## src/rtl/hs32_regbank_pkg.sv

```systemverilog
// Shared types and width helpers for the HS32 banked register file.
package hs32_regbank_pkg;

   typedef enum logic [1:0] {
      ST_IDLE     = 2'd0,
      ST_CLR_ALL  = 2'd1,
      ST_CLR_BANK = 2'd2
   } clr_state_e;

   function automatic int unsigned bank_w(input int unsigned nbank);
      return (nbank > 1) ? $clog2(nbank) : 1;
   endfunction

   // One spare bit over the entry count, so the pointer never has to wrap.
   function automatic int unsigned ptr_w(input int unsigned aw, input int unsigned nbank);
      return $clog2(nbank * (2 ** aw)) + 1;
   endfunction

endpackage

```

## src/rtl/hs32_regbank_clr.sv

```systemverilog
// Clear sequencer: the whole-file sweep after reset and the single-bank sweep on request.
// One entry is zero-filled per cycle. busy stays high for as long as a sweep is running.
module hs32_regbank_clr
   import hs32_regbank_pkg::*;
#(
   parameter int unsigned AW    = 4,
   parameter int unsigned NBANK = 2,
   localparam int unsigned BW   = bank_w(NBANK)
) (
   input  logic          clk,
   input  logic          reset,
   input  logic          start,
   input  logic [BW-1:0] start_bank,
   output logic          busy,
   output logic          cw_en,
   output logic [BW-1:0] cw_bank,
   output logic [AW-1:0] cw_adr
);

   localparam int unsigned PW = ptr_w(AW, NBANK);
   localparam logic [PW-1:0] LAST_ALL  = PW'(NBANK * (2 ** AW) - 1);
   localparam logic [PW-1:0] LAST_BANK = PW'((2 ** AW) - 1);

   clr_state_e    state_q, state_d;
   logic [PW-1:0] ptr_q, ptr_d;
   logic [BW-1:0] bank_q, bank_d;
   logic          busy_q, busy_d;

   always_comb begin
      state_d = state_q;
      ptr_d   = ptr_q;
      bank_d  = bank_q;
      busy_d  = busy_q;
      unique case (state_q)
         ST_IDLE: begin
            if (start) begin
               state_d = ST_CLR_BANK;
               ptr_d   = '0;
               bank_d  = start_bank;
               busy_d  = 1'b1;
            end
         end
         ST_CLR_ALL: begin
            if (ptr_q == LAST_ALL) begin
               state_d = ST_IDLE;
               busy_d  = 1'b0;
            end else begin
               ptr_d = ptr_q + PW'(1);
            end
         end
         ST_CLR_BANK: begin
            if (ptr_q == LAST_BANK) begin
               state_d = ST_IDLE;
               busy_d  = 1'b0;
            end else begin
               ptr_d = ptr_q + PW'(1);
            end
         end
         default: begin
            state_d = ST_CLR_ALL;
            ptr_d   = '0;
            busy_d  = 1'b1;
         end
      endcase
   end

   always_ff @(posedge clk) begin
      if (!reset) begin
         state_q <= ST_CLR_ALL;
         ptr_q   <= '0;
         bank_q  <= '0;
         busy_q  <= 1'b1;
      end else begin
         state_q <= state_d;
         ptr_q   <= ptr_d;
         bank_q  <= bank_d;
         busy_q  <= busy_d;
      end
   end

   // In the whole-file sweep the pointer's upper bits walk the banks.
   assign busy    = busy_q;
   assign cw_en   = (state_q != ST_IDLE);
   assign cw_bank = (state_q == ST_CLR_ALL) ? ptr_q[AW +: BW] : bank_q;
   assign cw_adr  = ptr_q[AW-1:0];

endmodule

```

## src/rtl/hs32_regbank.sv

```systemverilog
// Banked register file with NRD registered read ports, one write port and hardware clear.
// Define HS32_REGBANK_BYPASS_EN for write-first read/write collisions; default is read-first.
module hs32_regbank
   import hs32_regbank_pkg::*;
#(
   parameter int unsigned AW    = 4,
   parameter int unsigned DW    = 32,
   parameter int unsigned NBANK = 2,
   parameter int unsigned NRD   = 2,
   localparam int unsigned BW   = bank_w(NBANK)
) (
   input  logic              clk,
   input  logic              reset,
   input  logic              we,
   input  logic [BW-1:0]     wbank,
   input  logic [AW-1:0]     wadr,
   input  logic [DW-1:0]     din,
   input  logic              re,
   input  logic [BW-1:0]     rbank,
   input  logic [NRD*AW-1:0] radr,
   output logic [NRD*DW-1:0] dout,
   output logic              rvalid,
   input  logic              clr,
   output logic              busy
);

   localparam int unsigned NENT = NBANK * (2 ** AW);
   localparam int unsigned BW1  = BW + 1;
   localparam logic [BW:0] NBANK_L = BW1'(NBANK);

   logic [DW-1:0]    mem_q [NENT];
   logic             wbank_ok, rbank_ok;
   logic             clr_go, user_wr, rd_go;
   logic             cw_en;
   logic [BW-1:0]    cw_bank;
   logic [AW-1:0]    cw_adr;
   logic             wr_en;
   logic [BW+AW-1:0] wr_idx;
   logic [DW-1:0]    wr_data;
   logic             rvalid_q, rvalid_d;

   assign wbank_ok = ({1'b0, wbank} < NBANK_L);
   assign rbank_ok = ({1'b0, rbank} < NBANK_L);
   assign clr_go   = !busy && clr && wbank_ok;
   // A write arriving alongside a clear request is dropped.
   assign user_wr  = !busy && we && !clr && wbank_ok;
   assign rd_go    = !busy && re;

   hs32_regbank_clr #(
      .AW    (AW),
      .NBANK (NBANK)
   ) u_clr (
      .clk        (clk),
      .reset      (reset),
      .start      (clr_go),
      .start_bank (wbank),
      .busy       (busy),
      .cw_en      (cw_en),
      .cw_bank    (cw_bank),
      .cw_adr     (cw_adr)
   );

   always_comb begin
      wr_en   = 1'b0;
      wr_idx  = '0;
      wr_data = '0;
      if (reset) begin
         if (cw_en) begin
            wr_en  = 1'b1;
            wr_idx = {cw_bank, cw_adr};
         end else if (user_wr) begin
            wr_en   = 1'b1;
            wr_idx  = {wbank, wadr};
            wr_data = din;
         end
      end
   end

   always_ff @(posedge clk) begin
      if (wr_en) mem_q[wr_idx] <= wr_data;
   end

   for (genvar k = 0; k < NRD; k++) begin : g_rd
      logic [AW-1:0] adr_k;
      logic [DW-1:0] dout_q, dout_d;

      assign adr_k = radr[k*AW +: AW];

      always_comb begin
         dout_d = dout_q;
         if (rd_go) begin
            dout_d = '0;
            if (rbank_ok) dout_d = mem_q[{rbank, adr_k}];
`ifdef HS32_REGBANK_BYPASS_EN
            if (user_wr && (rbank == wbank) && (adr_k == wadr)) dout_d = din;
`endif
         end
      end

      always_ff @(posedge clk) begin
         if (!reset) dout_q <= '0;
         else        dout_q <= dout_d;
      end

      assign dout[k*DW +: DW] = dout_q;
   end

   assign rvalid_d = rd_go;

   always_ff @(posedge clk) begin
      if (!reset) rvalid_q <= 1'b0;
      else        rvalid_q <= rvalid_d;
   end

   assign rvalid = rvalid_q;

endmodule

```

## config.mk

```make
export PLATFORM = sky130hd
export DESIGN_NAME = hs32_regbank
export DESIGN_NICKNAME = d
export VERILOG_FILES = /design/src/rtl/hs32_regbank_pkg.sv /design/src/rtl/hs32_regbank_clr.sv /design/src/rtl/hs32_regbank.sv
export SDC_FILE = /design/constraint.sdc
export NUM_CORES = 1
export LEC_CHECK = 0
export BUFFER_PORTS_ARGS = -buffer_cell sky130_fd_sc_hd__buf_2
export CORE_MARGIN = 1
export CORE_UTILIZATION = 45
export CTS_CLUSTER_SIZE = 24
export DETAILED_ROUTE_END_ITERATION = 6
export GPL_TIMING_DRIVEN = 1
export PLACE_DENSITY_LB_ADDON = 0.15
export SKIP_LAST_GASP = 1
export SYNTH_ARGS = -nofsm -noshare
export SYNTH_HDL_FRONTEND = slang
export SYNTH_HIERARCHICAL = 1
export SYNTH_SLANG_ARGS = --single-unit
```

## constraint.sdc

```tcl
create_clock -name clk -period 8 [get_ports clk]
set_clock_uncertainty 0.15 [all_clocks]
set_input_delay 0.8 -clock clk [delete_from_list [all_inputs] [get_ports clk]]
set_output_delay 0.8 -clock clk [all_outputs]
set_load 0.02 [all_outputs]
```

==> results.rst <==
.. list-table::
   :header-rows: 1

   * - Metric
     - Value
   * - Smallest setup slack after layout
     - roughly 3.7 ns
   * - Net Sw Power
     - roughly 0.0028 W
   * - Highest Clock Rate
     - between 200 and 250 MHz
   * - Via count of the first global-routing pass
     - ~34,000
   * - Number of pins with negative max-slew slack in the final report
     - 0
   * - Number of vias per cell
     - roughly 6.5
   * - Unrepaired setup endpoints after global routing
     - false
   * - Total iterations of the first detailed-routing run
     - 5
   * - Transition at the pin with the smallest max-transition slack
     - around 1.4 ns
   * - Post-Syn Nets
     - between 3,000 and 4,000
   * - Area of the core
     - roughly 0.11 mm²
   * - Final hold violation count
     - 0
   * - CTS root buffer
     - clkbuf_16
   * - Total internal power
     - between 0.009 and 0.01 W
   * - Top cells by area in the synthesized netlist
     - edfxtp_1 (60%), mux2i_1 (20%), a22oi_1 (7.5%)
   * - Post-Synthesis Cells
     - around 3,600
   * - Depth of the worst register-to-register path
     - 9
   * - Area leader, netlist
     - edfxtp_1
   * - CTS resizes
     - 0
   * - Number of buffers inserted by port buffering
     - approximately 120
   * - Most used routing layer in global routing
     - met2
   * - Syn Area/Cell
     - ~15 µm²
   * - Total vias in the final route
     - 33,600
   * - Worst voltage drop across the vdd grid
     - around 160 µV
   * - Max-cap violations
     - 0
   * - Nets@finish
     - around 3,600
   * - Fraction of synthesized cell area taken by the top area cell type
     - a little under 60%
   * - Number of buffers created by CTS
     - 118
   * - Proportion of total power due to net switching
     - around 22%
   * - Buffers inserted during post-CTS setup optimization
     - 0
   * - Number of buffers and inverters on the critical path
     - 3
   * - Finish-stage setup viols
     - 0
   * - Worst hold path stage count
     - 3
   * - Capturing element type of the critical path
     - register
   * - Post-route ant nets
     - 0
   * - Insertion delay of the later-clocked pin in the worst-skew pair
     - between 0.7 and 0.8 ns
   * - Sequential share of the synthesized area
     - roughly 63%
   * - Unique cell type count in the Yosys netlist
     - 48
   * - Detailed router's first-iteration violation count
     - between 3,000 and 4,000
   * - Number of warnings reported in the yosys synthesis log
     - 6
   * - TritonCTS Sinks
     - 1,099
   * - Overall fraction of global-route tracks in use
     - 28.2%
   * - Met3 Usage GRT
     - 7.27%
   * - Ranking of synthesized cells by instance count
     - mux2i_1 (1,027), edfxtp_1 (1,024), a22oi_1 (513)
   * - Setup slack at placement
     - 3.61 ns
   * - Initial standard-cell utilization of the core
     - approximately 46%
   * - Number of ports placed on the die boundary
     - around 120
   * - Largest net degree at the start of global routing
     - 137
   * - Final total negative setup slack
     - 0 ns
   * - Cell area after synthesis
     - roughly 0.052 mm²
   * - Reg clk slew, reported paths
     - about 0.060 ns
   * - Max stage delay on crit path
     - about 1.3 ns
   * - Number of enable flip-flop cells after synthesis
     - between 1,000 and 1,500
   * - Share of total power in the clock network
     - about 45%
   * - Chip Width
     - ~340 µm
   * - Origin of the worst min-delay path
     - wbank
   * - Wire length per cell after detailed routing
     - between 30 and 40 µm
   * - Type of origin of the critical path
     - register
   * - Final critical-path share of the clock period
     - a little over half
   * - Max FO, Critical Path
     - 32
   * - Worst path required time
     - 8.16 ns
   * - Global routing met1 resource utilization
     - approximately 40%
   * - Type of the most critical hold path
     - in -> reg
   * - Layout cells sized above 1
     - a little under an eighth
   * - TritonCTS clock tree
     - done
   * - Arrival time reported for the critical path endpoint
     - around 4.5 ns
   * - R2R Path Start
     - u_clr/state_q[0]
   * - Prevailing post-synth register cell
     - edfxtp_1
   * - Final estimated routing congestion in global placement
     - slightly below 0.9
   * - Largest buffer count on any clock path
     - 3
   * - Sequence of cells on the critical path
     - inv_1, ha_1, inv_1, nor4b_4, buf_4, nand2b_1, o21ai_0, nand3_1, nor2_4
   * - Post-synth ARST share
     - 0%
   * - Kind of cell adding the most delay to the critical path
     - simple AND/OR/NAND/NOR gates
   * - Reg-to-reg endpoint
     - mem_q[4][7]
   * - Crit-path slowest cell
     - nor2_4
   * - Cell with the most instances after synthesis
     - mux2i_1
   * - DRC violation count after routing
     - 0
   * - Start-to-end type of the worst setup path
     - reg -> reg
   * - Global-route wire length before repair
     - 237,000 µm
   * - Met2 layer usage reported by global route
     - 42.9%
   * - Sum of net half-perimeters after detailed placement
     - between 90,000 and 100,000 µm
   * - Post-synthesis register bit count
     - approximately 1,100
   * - Period minus WS final
     - approximately 4.3 ns
   * - Leak
     - 19.3 nW
   * - Fillers
     - approximately 9,500
   * - Endpoint with the worst hold slack
     - u_clr/bank_q
   * - Number of antenna violations at the first check in global routing
     - 20
   * - Die area
     - 0.116 mm²
   * - Worst setup slack for register-to-register paths
     - 3.66 ns
   * - Relative slew slack
     - around 7.4%
   * - CTS Hold Buffers Added
     - 0
   * - Fraction of power consumed by combinational cells
     - between 5 and 6%
   * - Run status
     - finished clean
   * - Sum of routed wire length over all layers
     - around 170,000 µm
   * - Vert. Die Dim
     - around 340 µm
   * - Crit path top cell by count
     - inv_1
   * - Row count
     - around 120
   * - Area growth syn-to-layout
     - 11.1%
   * - Remaining global-route overflow
     - 0
   * - Share of total power in sequential cells
     - about 50%
   * - Depth of the CTS H-tree
     - 3
   * - Total power per unit cell area
     - roughly 220 mW/mm²
flip-flops by register name, indices dropped and copies added, names as in the netlist:
signal         count
g_rd.dout_q       64
u_clr/bank_q       1
mem_q           1024
rvalid             1
u_clr/busy         1
u_clr/ptr_q        6
u_clr/state_q      2
layer usage:
| layer | vias up | share of wire, % | routed length [µm] |
|---|---|---|---|
| met4 | 20 | 3.2 | 5300 |
| met3 | 307 | 9.7 | 16200 |
| met2 | 1548 | 45 | 74600 |
| met5 | - | 0.071 | 119 |
| li1 | 14300 | - | - |
| met1 | 17400 | 42 | 71000 |
final cells by class:
| type | instances | area [µm²] | area share [%] |
|---|---|---|---|
| diodes | 4 | 10.0 | 0.0175 |
| clock buffers | 159 | 3270 | 5.71 |
| clock inverters | 63 | 639 | 1.12 |
| inverters | 7 | 26.3 | 0.0459 |
| multi-input cells | 2158 | 17900 | 31.2 |
| flip-flops and latches | 1099 | 32300 | 56.3 |
| well taps | 1500 | 1880 | 3.28 |
| repair buffers | 189 | 1330 | 2.31 |
worst reg2reg max path: stages (launching register included):
cell and delay [ns]:
dfxtp_1 0.35, inv_1 0.12, ha_1 0.23, inv_1 0.24
nor4b_4 0.29, buf_4 0.30, nand2b_1 0.10, o21ai_0 0.13
nand3_1 0.68, nor2_4 1.35
kinds of logic after synthesis:
family	Yosys count	share of synthesized area, %
AOI/OAI and AO/OA	922	11.6
adders and majority gates	6	0.146
buffers and inverters	295	3.39
DFF	1099	62.6
muxes	1030	20.0
and+or+nand+nor	200	2.33
through the flow:
step / total power, W / utilization (%) / hold slack, ns / area [µm²] / std cells
detailed placement: 0.00703 / 47.2 / 0.319 / 53400 / 4953
CTS: 0.0125 / 50.7 / 0.242 / 57300 / 5175
global route: 0.0128 / 50.7 / 0.305 / 57300 / 5175
global placement: 0.00702 / 47.2 / 0.304 / 53400 / 4953
finish: 0.0125 / 50.7 / 0.290 / 57300 / 5179
floorplan: 0.00682 / - / 0.291 / 51600 / 3552
layout by cell type (no fill, tap or decap), types with 5 or more instances in the layout:
cell type	instances
edfxtp_1	1024
a22oi_1	513
clkinv_2	21
clkbuf_8	8
buf_12	14
nand2b_1	6
nand2_1	17
nor2b_1	5
buf_4	60
clkbuf_16	122
and3_2	9
and3_1	24
mux2i_1	1027
inv_1	7
buf_2	113
nand3_1	10
o21ai_0	66
ha_1	6
nor2b_4	5
bufinv_16	13
clkbuf_1	29
nor2_4	34
a21oi_1	323
clkinv_1	23
dfxtp_1	75
or4_1	64
power groups by stage:
stage	clock, W	sequential [W]	combinational (W)
CTS	0.00561	0.00624	0.000666
detailed placement	0	0.00636	0.000666
global route	0.00582	0.00624	0.000697
finish	0.00554	0.00624	0.000679
global placement	0	0.00636	0.000657
floorplan	0	0.00636	0.000463
worst max path at each step:
| stage | start | end | slack [ns] | cells after the start |
|---|---|---|---|---|
| 5_1_grt | u_clr/state_q[0] | mem_q[21][8] | 3.40 | 9 |
| 6_report | u_clr/state_q[0] | mem_q[4][7] | 3.66 | 9 |
| 3_5_place_dp | reset | mem_q[11][7] | 3.61 | 5 |
| 2_1_floorplan | clr | mem_q[25][0] | 4.33 | 5 |
| 3_3_place_gp | reset | mem_q[11][7] | 3.69 | 5 |
| 4_1_cts | u_clr/state_q[0] | mem_q[21][8] | 3.70 | 9 |
(Power assumes the default switching activity.)
